File: src/rtl/pmod_led_sequencer.sv
// Mode-selectable LED pattern sequencer for an 8-LED PMOD bar (active-low drive).
// Optional PWM dimming is compiled in with macro LED_PWM_EN.
module pmod_led_sequencer #(
    parameter int PRESCALE = 1048576,
    parameter int DUTY     = 8
) (
    input  logic       CLK,
    input  logic       RST,
    input  logic       EN,
    input  logic       MODE_REQ,
    output logic [7:0] LED_N,
    output logic [1:0] MODE,
    output logic       STEP_TICK
);
    // state  | meaning
    // BOUNCE | single lit LED sweeping up and down the bar
    // FILL   | Johnson fill/drain, period 16
    // BLINK  | alternating 0x55 / 0xAA
    // COUNT  | 8-bit binary count
    typedef enum logic [1:0] {BOUNCE = 2'd0, FILL = 2'd1, BLINK = 2'd2, COUNT = 2'd3} mode_t;

    localparam int CW = (PRESCALE > 2) ? $clog2(PRESCALE) : 1;
    localparam logic [CW-1:0] TOP = CW'(PRESCALE - 1);

    if (PRESCALE < 2 || PRESCALE > 16777216) begin : g_bad_prescale
        $error("PRESCALE out of range 2..2^24");
    end
    if (DUTY < 1 || DUTY > 16) begin : g_bad_duty
        $error("DUTY out of range 1..16");
    end

    mode_t         mode_q, mode_d;
    logic [7:0]    pat_q, pat_d;
    logic          up_q, up_d;
    logic [CW-1:0] cnt_q, cnt_d;
    logic          pend_q, pend_d;
    logic          req_q;
    logic          tick_q;
    logic          wrap;
    logic          req_edge;
    logic [7:0]    lit;

    assign wrap     = EN && (cnt_q == TOP);
    assign req_edge = MODE_REQ && !req_q;

    always_ff @(posedge CLK or posedge RST) begin
        if (RST) begin
            mode_q <= BOUNCE;
            pat_q  <= 8'h01;
            up_q   <= 1'b1;
            cnt_q  <= '0;
            pend_q <= 1'b0;
            req_q  <= 1'b0;
            tick_q <= 1'b0;
        end else begin
            mode_q <= mode_d;
            pat_q  <= pat_d;
            up_q   <= up_d;
            cnt_q  <= cnt_d;
            pend_q <= pend_d;
            req_q  <= MODE_REQ;
            tick_q <= wrap;
        end
    end

    always_comb begin
        mode_d = mode_q;
        pat_d  = pat_q;
        up_d   = up_q;
        cnt_d  = cnt_q;
        pend_d = pend_q || req_edge;
        if (EN) begin
            cnt_d = wrap ? '0 : cnt_q + CW'(1);
        end
        if (wrap) begin
            if (pend_q || req_edge) begin
                // a request replaces the step with the next mode's start pattern
                pend_d = 1'b0;
                mode_d = mode_t'(mode_q + 2'd1);
                case (mode_d)
                    BOUNCE: begin
                        pat_d = 8'h01;
                        up_d  = 1'b1;
                    end
                    FILL:    pat_d = 8'h00;
                    BLINK:   pat_d = 8'h55;
                    default: pat_d = 8'h00;
                endcase
            end else begin
                case (mode_q)
                    BOUNCE: begin
                        if (up_q) begin
                            if (pat_q == 8'h80) begin
                                pat_d = 8'h40;
                                up_d  = 1'b0;
                            end else begin
                                pat_d = {pat_q[6:0], 1'b0};
                            end
                        end else begin
                            if (pat_q == 8'h01) begin
                                pat_d = 8'h02;
                                up_d  = 1'b1;
                            end else begin
                                pat_d = {1'b0, pat_q[7:1]};
                            end
                        end
                    end
                    FILL:    pat_d = {pat_q[6:0], ~pat_q[7]};
                    BLINK:   pat_d = ~pat_q;
                    default: pat_d = pat_q + 8'd1;
                endcase
            end
        end
    end

`ifdef LED_PWM_EN
    localparam logic [4:0] DUTY_W = 5'(DUTY);
    logic [3:0] pwm_q;

    // free-running so brightness is independent of EN
    always_ff @(posedge CLK or posedge RST) begin
        if (RST) pwm_q <= 4'd0;
        else     pwm_q <= pwm_q + 4'd1;
    end

    assign lit = ({1'b0, pwm_q} < DUTY_W) ? pat_q : 8'h00;
`else
    assign lit = pat_q;
`endif

    assign LED_N     = ~lit;
    assign MODE      = mode_q;
    assign STEP_TICK = tick_q;

endmodule

File: config.mk
export PLATFORM = sky130hd
export DESIGN_NAME = pmod_led_sequencer
export DESIGN_NICKNAME = d
export VERILOG_FILES = /design/src/rtl/pmod_led_sequencer.sv
export SDC_FILE = /design/constraint.sdc
export NUM_CORES = 1
export LEC_CHECK = 0
export BUFFER_PORTS_ARGS = -buffer_cell sky130_fd_sc_hd__buf_2
export CAP_MARGIN = 30
export CORE_ASPECT_RATIO = 0.5
export CORE_MARGIN = 3
export CORE_UTILIZATION = 54
export CTS_CLUSTER_DIAMETER = 50
export CTS_CLUSTER_SIZE = 10
export DETAILED_ROUTE_END_ITERATION = 12
export GPL_ROUTABILITY_DRIVEN = 0
export PLACE_DENSITY = 0.79
export SETUP_SLACK_MARGIN = 0.5
export SLEW_MARGIN = 10
export SYNTH_ARGS = -nofsm -noshare
export SYNTH_HDL_FRONTEND = slang
export SYNTH_SLANG_ARGS = --single-unit
File: constraint.sdc
create_clock -name CLK -period 1.9 [get_ports CLK]
set_clock_uncertainty 0.1 [all_clocks]
set_input_delay 0.095 -clock CLK [delete_from_list [all_inputs] [get_ports CLK]]
set_output_delay 0.095 -clock CLK [all_outputs]
set_load 0.02 [all_outputs]
==> Word-level counts from Yosys, hierarchy flattened <==
Index checks and enable logic that the tools add are counted.
{ "totals": {"register_bits": 34, "output_inout_bits": 11} }
{ "classes": {"n_addsub": 3, "eq_ne": 7, "n_mux": 14, "n_bitwise": 2, "n_reduce_logical": 9} }
{ "op_table": {"columns": ["op", "count"], "rows": [
  ["$mux W8", 3],
  ["$pmux W8 S3", 1],
  ["$add A20 B1 Y20 const B", 1],
  ["$eq A20 B20 Y1 const B", 1],
  ["$mux W20", 1],
  ["$pmux W7 S2", 1],
  ["$add A8 B1 Y8 const B", 1],
  ["$eq A8 B1 Y1 const B", 1],
  ["$eq A8 B8 Y1 const B", 1],
  ["$not A8 Y8", 1],
  ["$mux W1", 7],
  ["$mux W7", 1],
  ["$eq A2 B2 Y1 const B", 2],
  ["$logic_not A2 Y1", 2],
  ["$reduce_and A3 Y1", 1],
  ["$add A2 B1 Y2 const B", 1],
  ["$eq A2 B1 Y1 const B", 1],
  ["$logic_and A1 B1 Y1", 2],
  ["$ne A2 B1 Y1 const B", 1],
  ["$reduce_and A2 Y1", 1],
  ["$reduce_bool A2 Y1", 1],
  ["$logic_not A1 Y1", 1],
  ["$logic_or A1 B1 Y1", 1],
  ["$not A1 Y1", 1]
]} }

==> Logic depth before layout (Yosys ltp) <==
Gate-level depths: netlist of run 1.
{ "depth": {"ltp_word": 5, "mapped_depth": 8, "mapped_depth_nobuf": 7} }

==> Least setup slack after synthesis of run 1 <==
OpenSTA, ideal clock, no wires.
{ "synth_path": {"path_type": "reg2reg", "startpoint": "register mode_q[0], in the netlist MODE[0]", "endpoint": "register pat_q[2], in the netlist lit[2]", "arrival_time_ns": 1.756, "required_time_ns": 1.723, "path_slack_ns": -0.034, "path_stages_with_launch": 7, "n_path_buf": 0, "cell_sequence": "dfrtp_1 -> inv_1 -> ha_1 -> nor2b_1 -> a221oi_1 -> a221o_1 -> a21oi_1"} }
{ "synth_between": {"elab_chain_cells": 4, "elab_cells_between_ends": 9, "cone_classes": "add/sub (1); eq/ne (3); mux (3); reduce/logical (2)"} }
{ "synth_lines": {"columns": ["item", "line", "rtl"], "rows": [
  ["from (decl)", "32", "mode_t mode_q, mode_d;"],
  ["from (signal assigned)", "56", "mode_q <= mode_d;"],
  ["$add A2 B1 Y2", "79", "mode_d = mode_t'(mode_q + 2'd1);"],
  ["$eq A2 B2 Y1 / $logic_not A2 Y1 (equally long branches)", "80", "case (mode_d)"],
  ["$pmux W7 S2", "80", null],
  ["$mux W8 (*)", "76", "if (pend_q || req_edge) begin"],
  ["to (signal assigned)", "57", "pat_q <= pat_d;"],
  ["to (decl)", "33", "logic [7:0] pat_q, pat_d;"]
]} }
Every way passes the cells marked *; elsewhere a longest branch is shown, timed or not.
A chain may end at the register's enable or synchronous reset.

==> Final worst setup path of run 1 <==
{ "layout_path": {"startpoint": "register cnt_q[8]", "endpoint": "register pat_q[1], in the netlist lit[1]"} }
{ "layout_between": {"elab_chain_cells": 2} }
{ "layout_lines": {"columns": ["item", "line", "rtl"], "rows": [
  ["from (decl)", "35", "logic [CW-1:0] cnt_q, cnt_d;"],
  ["from (signal assigned)", "59", "cnt_q <= cnt_d;"],
  ["$eq A20 B20 Y1", "43", "assign wrap = EN && (cnt_q == TOP);"],
  ["$logic_and A1 B1 Y1", "43", null]
]} }
No other way between the ends.

==> qor.txt, run 1 <==
share of cells above drive strength 1 -> 44.6%
CTS tree -> built
drt pass-1 iters -> 5
Starting Density -> 57.8%
Commonest cells post-synth -> dfrtp_1, nand2_1, nor2_1
PD cells -> 664 mW/mm2
register area share after synthesis -> 41.9%
Req. time, crit path -> 2010 ps
die span in y -> 49.4 um
Die X -> 92.9 um
DP HPWL -> 3320 um
post-synthesis cell type count -> 44
worst skew pair latency -> 300 ps
crit path time final -> 1950 ps
count leader, synth -> dfrtp_1
Top-Level Pins -> 15
fin util -> 85.0%
Slew Limit Headroom -> 65.0%
Max-Cap Viols -> 0
crit path launch type -> register
Ant. Diodes -> 0
register area -> 856 um2
total gr overflow -> 0
worst-margin pin slew -> 522 ps
Core ar. -> 0.00353 mm2
vias per cell -> 6.79
critical path class -> register to register
CP endpoint kind -> register
Post-synth EDFFs -> 0
Hold Path Class -> primary input to register
Initial DRC Count -> 234
Hold Slack -> 42.4 ps
vias in the first global route -> 2,183
Post-Syn Instances -> 216
gr usage total -> 32.6%
Period Utilization, post-route -> 103%
Max Slew Vio Count -> 0
Row Count -> 15
H-tree Lvls -> 2
# setup viols final -> 2
initial antenna violation count -> 0
via count -> 2,281
synthesized area -> 0.00204 mm2
pin count of the biggest net entering global routing -> 26
Crit Path Max Fanout -> 5
failing checks -> negative setup slack
final wirelength -> 7870 um
WP data arrival -> 2060 ps
CTS Buf Count -> 5
Sink Count -> 34
Nets -> 297
VDD IR-drop max -> 0.706 mV
first-pass GRT wire length -> 11,300 um
Synth Flop Type -> dfrtp_1
Clock Tree Buf Depth -> 2
#FFs+latches synth -> 34
Filler Cells Inserted -> 161
area grow syn2layout -> 47.2%
syn avg cell area -> 9.44 um2
Reg clk slew, reported paths -> 80 ps
Final Hold Fails -> 0
FMAX -> 513 MHz
WL/cell -> 23.4 um
worst setup margin -> -48.4 ps
DIE AREA -> 0.00459 mm2
Synth area leader -> dfrtp_1
syn nets -> 229
Static Leakage -> 0.00136 uW
drt drc -> 0
clk root buf -> clkbuf_8
RSZ-0062 raised after global routing -> yes
Synth area leaders -> dfrtp_1, xnor2_1, ha_1
Multi-input gate area -> 0.00131 mm2
antenna-violating nets left -> 0
PortBufs -> 14
fraction of registers with async set/reset -> 100%
Tot Pwr -> 1990 uW
status -> finished with violations
YS warnings -> 0
Synth top area share -> 39.3%
[final timing paths]
kind	startpoint	end	slack, ps	cells after the start
setup reg to reg	cnt_q[8]	lit[1]	-50	7
hold reg to reg	cnt_q[16]	cnt_q[16]	410	1
max in group asynchronous	RST	up_q	880	4
setup / recovery	cnt_q[8]	lit[1]	-50	7
min in group asynchronous	RST	req_q	270	3
hold / removal	EN	cnt_q[0]	40	2
[where the power goes]
| part | switching, uW | internal [uW] |
|---|---|---|
| clock network | 295 | 526 |
| logic | 160 | 170 |
| registers | 60.4 | 781 |
| total | 515 | 1480 |
[sequential cells by signal, indices dropped and copies added (netlist names)]
| register | count |
|---|---|
| MODE | 2 |
| STEP_TICK | 1 |
| req_q | 1 |
| lit | 8 |
| pend_q | 1 |
| up_q | 1 |
| cnt_q | 20 |
[worst max-delay path: stages, from the launching register on]
cell     delay, ps
dfrtp_1        400
nand4_1        160
buf_6          170
nor4_4         300
nand3_4        180
buf_6          160
a311o_1        290
o21ai_1        110
[cell families after synthesis]
| family | share of synthesized area [%] |
|---|---|
| AND/OR/NAND/NOR | 22.8 |
| AO/OA/AOI/OAI | 15.5 |
| multiplexers | 1.23 |
| adder cells (fa/ha/maj) | 5.52 |
| XOR/XNOR | 7.73 |
| buffers and inverters | 5.34 |
| flip-flops | 41.9 |
[area by class of cell]
cell class / instances / area share (%)
Clock buffer: 5 / 2.29
Clock inverter: 3 / 2.29
Inverter: 16 / 2.17
Multi-Input combinational cell: 156 / 43.8
Sequential cell: 34 / 28.5
Tap cell: 51 / 2.13
Timing Repair Buffer: 71 / 18.8
[per-layer routing]
| metal | track usage (%) | routed length (um) | share of wire [%] | vias up |
|---|---|---|---|---|
| met5 | 0 | 0 | 0 | - |
| met4 | 19.2 | 628 | 8.0 | 0 |
| met3 | 9.55 | 911 | 12 | 83 |
| met2 | 54.5 | 3470 | 44 | 222 |
| met1 | 37.4 | 2860 | 36 | 1068 |
| li1 | - | - | - | 908 |
[placed cells by master, fill, tap and decap left out, types with 3 or more instances in the layout]
| cell | count |
|---|---|
| a21oi_1 | 9 |
| a21oi_2 | 3 |
| a221o_1 | 4 |
| a221oi_1 | 6 |
| and4_1 | 3 |
| buf_2 | 14 |
| buf_4 | 42 |
| buf_6 | 11 |
| clkbuf_8 | 5 |
| dfrtp_1 | 30 |
| ha_1 | 3 |
| ha_4 | 4 |
| inv_1 | 10 |
| inv_2 | 5 |
| nand2_1 | 19 |
| nand2_4 | 3 |
| nand3_1 | 6 |
| nand3_4 | 4 |
| nand4_1 | 11 |
| nor2_1 | 13 |
| nor4_4 | 3 |
| o211ai_1 | 3 |
| o21ai_0 | 5 |
| o31ai_1 | 3 |
| xnor2_1 | 9 |
| xnor2_2 | 4 |
| xor2_1 | 5 |
[what timing repair did]
item | CTS | global route
resized for setup | 34 | 28
pin swaps | 16 | 15
buffers inserted | 30 | 6
setup endpoints to repair | 29 | 32
gates cloned | 0 | 0
endpoints found under the hold margin | 9 | 0
hold buffers | 2 | 0
[metrics by stage]
step                      cell area (um2)  setup slack [ps]  std cells  TNS [ps]
after floorplan                      2070              98.4        216         0
after global placement               2310              70.9        290         0
after detailed placement             2310             -3.53        290     -3.53
after CTS                            2830               121        330         0
after global routing                 3000              -138        336      -940
final                                3000             -48.4        336     -71.2
(Power assumes the default switching activity.)
==> run 2, diff against run 1 <==
--- a/config.mk
+++ b/config.mk
@@ -5,16 +5,16 @@
 export SDC_FILE = /design/constraint.sdc
 export NUM_CORES = 1
 export LEC_CHECK = 0
-export BUFFER_PORTS_ARGS = -buffer_cell sky130_fd_sc_hd__buf_2
 export CAP_MARGIN = 30
 export CORE_ASPECT_RATIO = 0.5
 export CORE_MARGIN = 3
-export CORE_UTILIZATION = 54
+export CORE_UTILIZATION = 57
 export CTS_CLUSTER_DIAMETER = 50
 export CTS_CLUSTER_SIZE = 10
 export DETAILED_ROUTE_END_ITERATION = 12
+export DONT_BUFFER_PORTS = 1
 export GPL_ROUTABILITY_DRIVEN = 0
-export PLACE_DENSITY = 0.79
+export PLACE_DENSITY = 0.78
 export SETUP_SLACK_MARGIN = 0.5
 export SLEW_MARGIN = 10
 export SYNTH_ARGS = -nofsm -noshare
==> run 2 against run 1 <==
Effect of this change: design area decreased by 0.17%; non-clock buffer count decreased by 12; critical path depth decreased by 1; clock power decreased by 15%; largest power group unchanged; the run still ends with negative setup slack left.
==> qor.txt, run 2 (same netlist as run 1, synthesis figures left out) <==
worst-margin pin slew -> 503 ps
r2r startpoint -> cnt_q[8]
max FFs per register -> 20
Period Utilization, post-route -> 106%
worst setup margin -> -111 ps
CTS Buf Count -> 5
CP top delay family -> simple AND/OR/NAND/NOR gates
crit path time final -> 2010 ps
Cell Area, Placed -> 0.00225 mm2
drt drc -> 0
crit path from -> cnt_q[8]
PortBufs -> 0
Starting Density -> 63.6%
Hold Path Class -> primary input to register
Buf/Inv on CP -> 1
Max-Cap Viols -> 0
Static Leakage -> 0.00128 uW
most frequent cells in the layout -> buf_4, dfrtp_1, nand2_1
Nets -> 285
area grow syn2layout -> 47.0%
final wirelength -> 8410 um
r2r setup slk -> -110 ps
gr usage total -> 30.3%
failing checks -> negative setup slack
worst-path cell chain -> nand4_1 -> buf_6 -> nor4_4 -> nand3_4 -> o211ai_1 -> o31ai_2
RSZ-0062 raised after global routing -> yes
Clock Tree Buf Depth -> 2
Top-Level Pins -> 15
pin count of the biggest net entering global routing -> 35
leading cell type in the layout, fill and taps excluded -> buf_4
Initial DRC Count -> 357
Ant. Diodes -> 0
Row Count -> 14
Max Slew Vio Count -> 0
Core ar. -> 0.00321 mm2
FMAX -> 497 MHz
CP Capture Point -> cnt_q[17]
capture point of the worst reg-to-reg path -> cnt_q[17]
WP depth -> 6
worst skew pair latency -> 300 ps
crit-path max cell delay -> 400 ps
drt pass-1 iters -> 6
initial antenna violation count -> 0
vias per cell -> 7.15
antenna-violating nets left -> 0
Final Hold Fails -> 0
first-pass GRT wire length -> 9910 um
Slew Limit Headroom -> 66.2%
Sink Count -> 34
Setup TNS -> -502 ps
CP endpoint kind -> register
crit path launch type -> register
PD cells -> 635 mW/mm2
slowest CP cell -> dfrtp_1
WP data arrival -> 2090 ps
clk root buf -> clkbuf_8
DP HPWL -> 3220 um
Top reg by flops -> cnt_q
share of cells above drive strength 1 -> 46.2%
Reg clk slew, reported paths -> 80 ps
status -> finished with violations
via count -> 2,295
DIE AREA -> 0.00437 mm2
Crit Path Max Fanout -> 6
VDD IR-drop max -> 0.675 mV
total gr overflow -> 0
Reg2Reg Depth -> 6
die span in y -> 48.3 um
# setup viols final -> 9
Die X -> 90.6 um
WL/cell -> 26.2 um
critical path class -> register to register
vias in the first global route -> 1,938
fin util -> 93.4%
post-route cell area -> 0.00300 mm2
Req. time, crit path -> 1980 ps
CTS tree -> built
H-tree Lvls -> 2
run 2: power by group:
group	internal (uW)	switching [uW]	total, uW
Clock	387	307	694
Sequential	779	60.9	840
Combinational	175	192	367
Total	1340	561	1900
run 2: how the worst min path moves through the flow:
stage / from / end / slack [ps] / depth (start not counted)
2_1_floorplan: MODE_REQ / req_q / 30 / 0
3_3_place_gp: RST / req_q / 1 / 2
3_5_place_dp: RST / pend_q / 10 / 2
4_1_cts: EN / lit[0] / 70 / 4
5_1_grt: EN / cnt_q[10] / 180 / 4
6_report: EN / cnt_q[10] / 160 / 4
run 2: tightest hold or removal path: cells and delay by family:
kind,cells,cell delay [ps]
xor gates and xnor gates,1,160
and+or+nand+nor,2,120
buffers and inverters,1,140
run 2: timing repair:
action / CTS / global route
hold buffers: 3 / 0
endpoints found under the setup margin: 28 / 31
pin swaps: 15 / 24
gates resized for setup: 37 / 47
setup buffers: 18 / 16
hold endpoints to repair: 38 / 0
run 2: per-layer routing:
layer / up-vias / GRT usage, % / wire length (um)
met5: - / 0 / 0
met4: 0 / 12.8 / 649
met3: 90 / 8.94 / 1040
met2: 250 / 54.6 / 3690
met1: 1072 / 36.0 / 3030
li1: 883 / - / -
run 2: final cells by class:
| type | instances | area (um2) |
|---|---|---|
| Multi-Input combinational cell | 156 | 1380 |
| Inverter | 16 | 72.6 |
| Fill cell | 99 | 210 |
| Timing Repair Buffer | 59 | 523 |
| Sequential cell | 34 | 856 |
| Tap cell | 48 | 60.1 |
| Clock inverter | 3 | 40.0 |
| Clock buffer | 5 | 68.8 |
run 2: metrics by stage:
| step | total power [uW] | setup WS, ps | std cells | hold WS (ps) |
|---|---|---|---|---|
| 6_report | 1900 | -111 | 321 | 158 |
| 5_1_grt | 1940 | -179 | 321 | 176 |
| 4_1_cts | 1750 | 33.2 | 305 | 65.0 |
| 3_5_place_dp | 1000 | -6.76 | 276 | 14.0 |
| 3_3_place_gp | 992 | 84.0 | 276 | 1.32 |
| 2_1_floorplan | 951 | 98.4 | 216 | 26.4 |
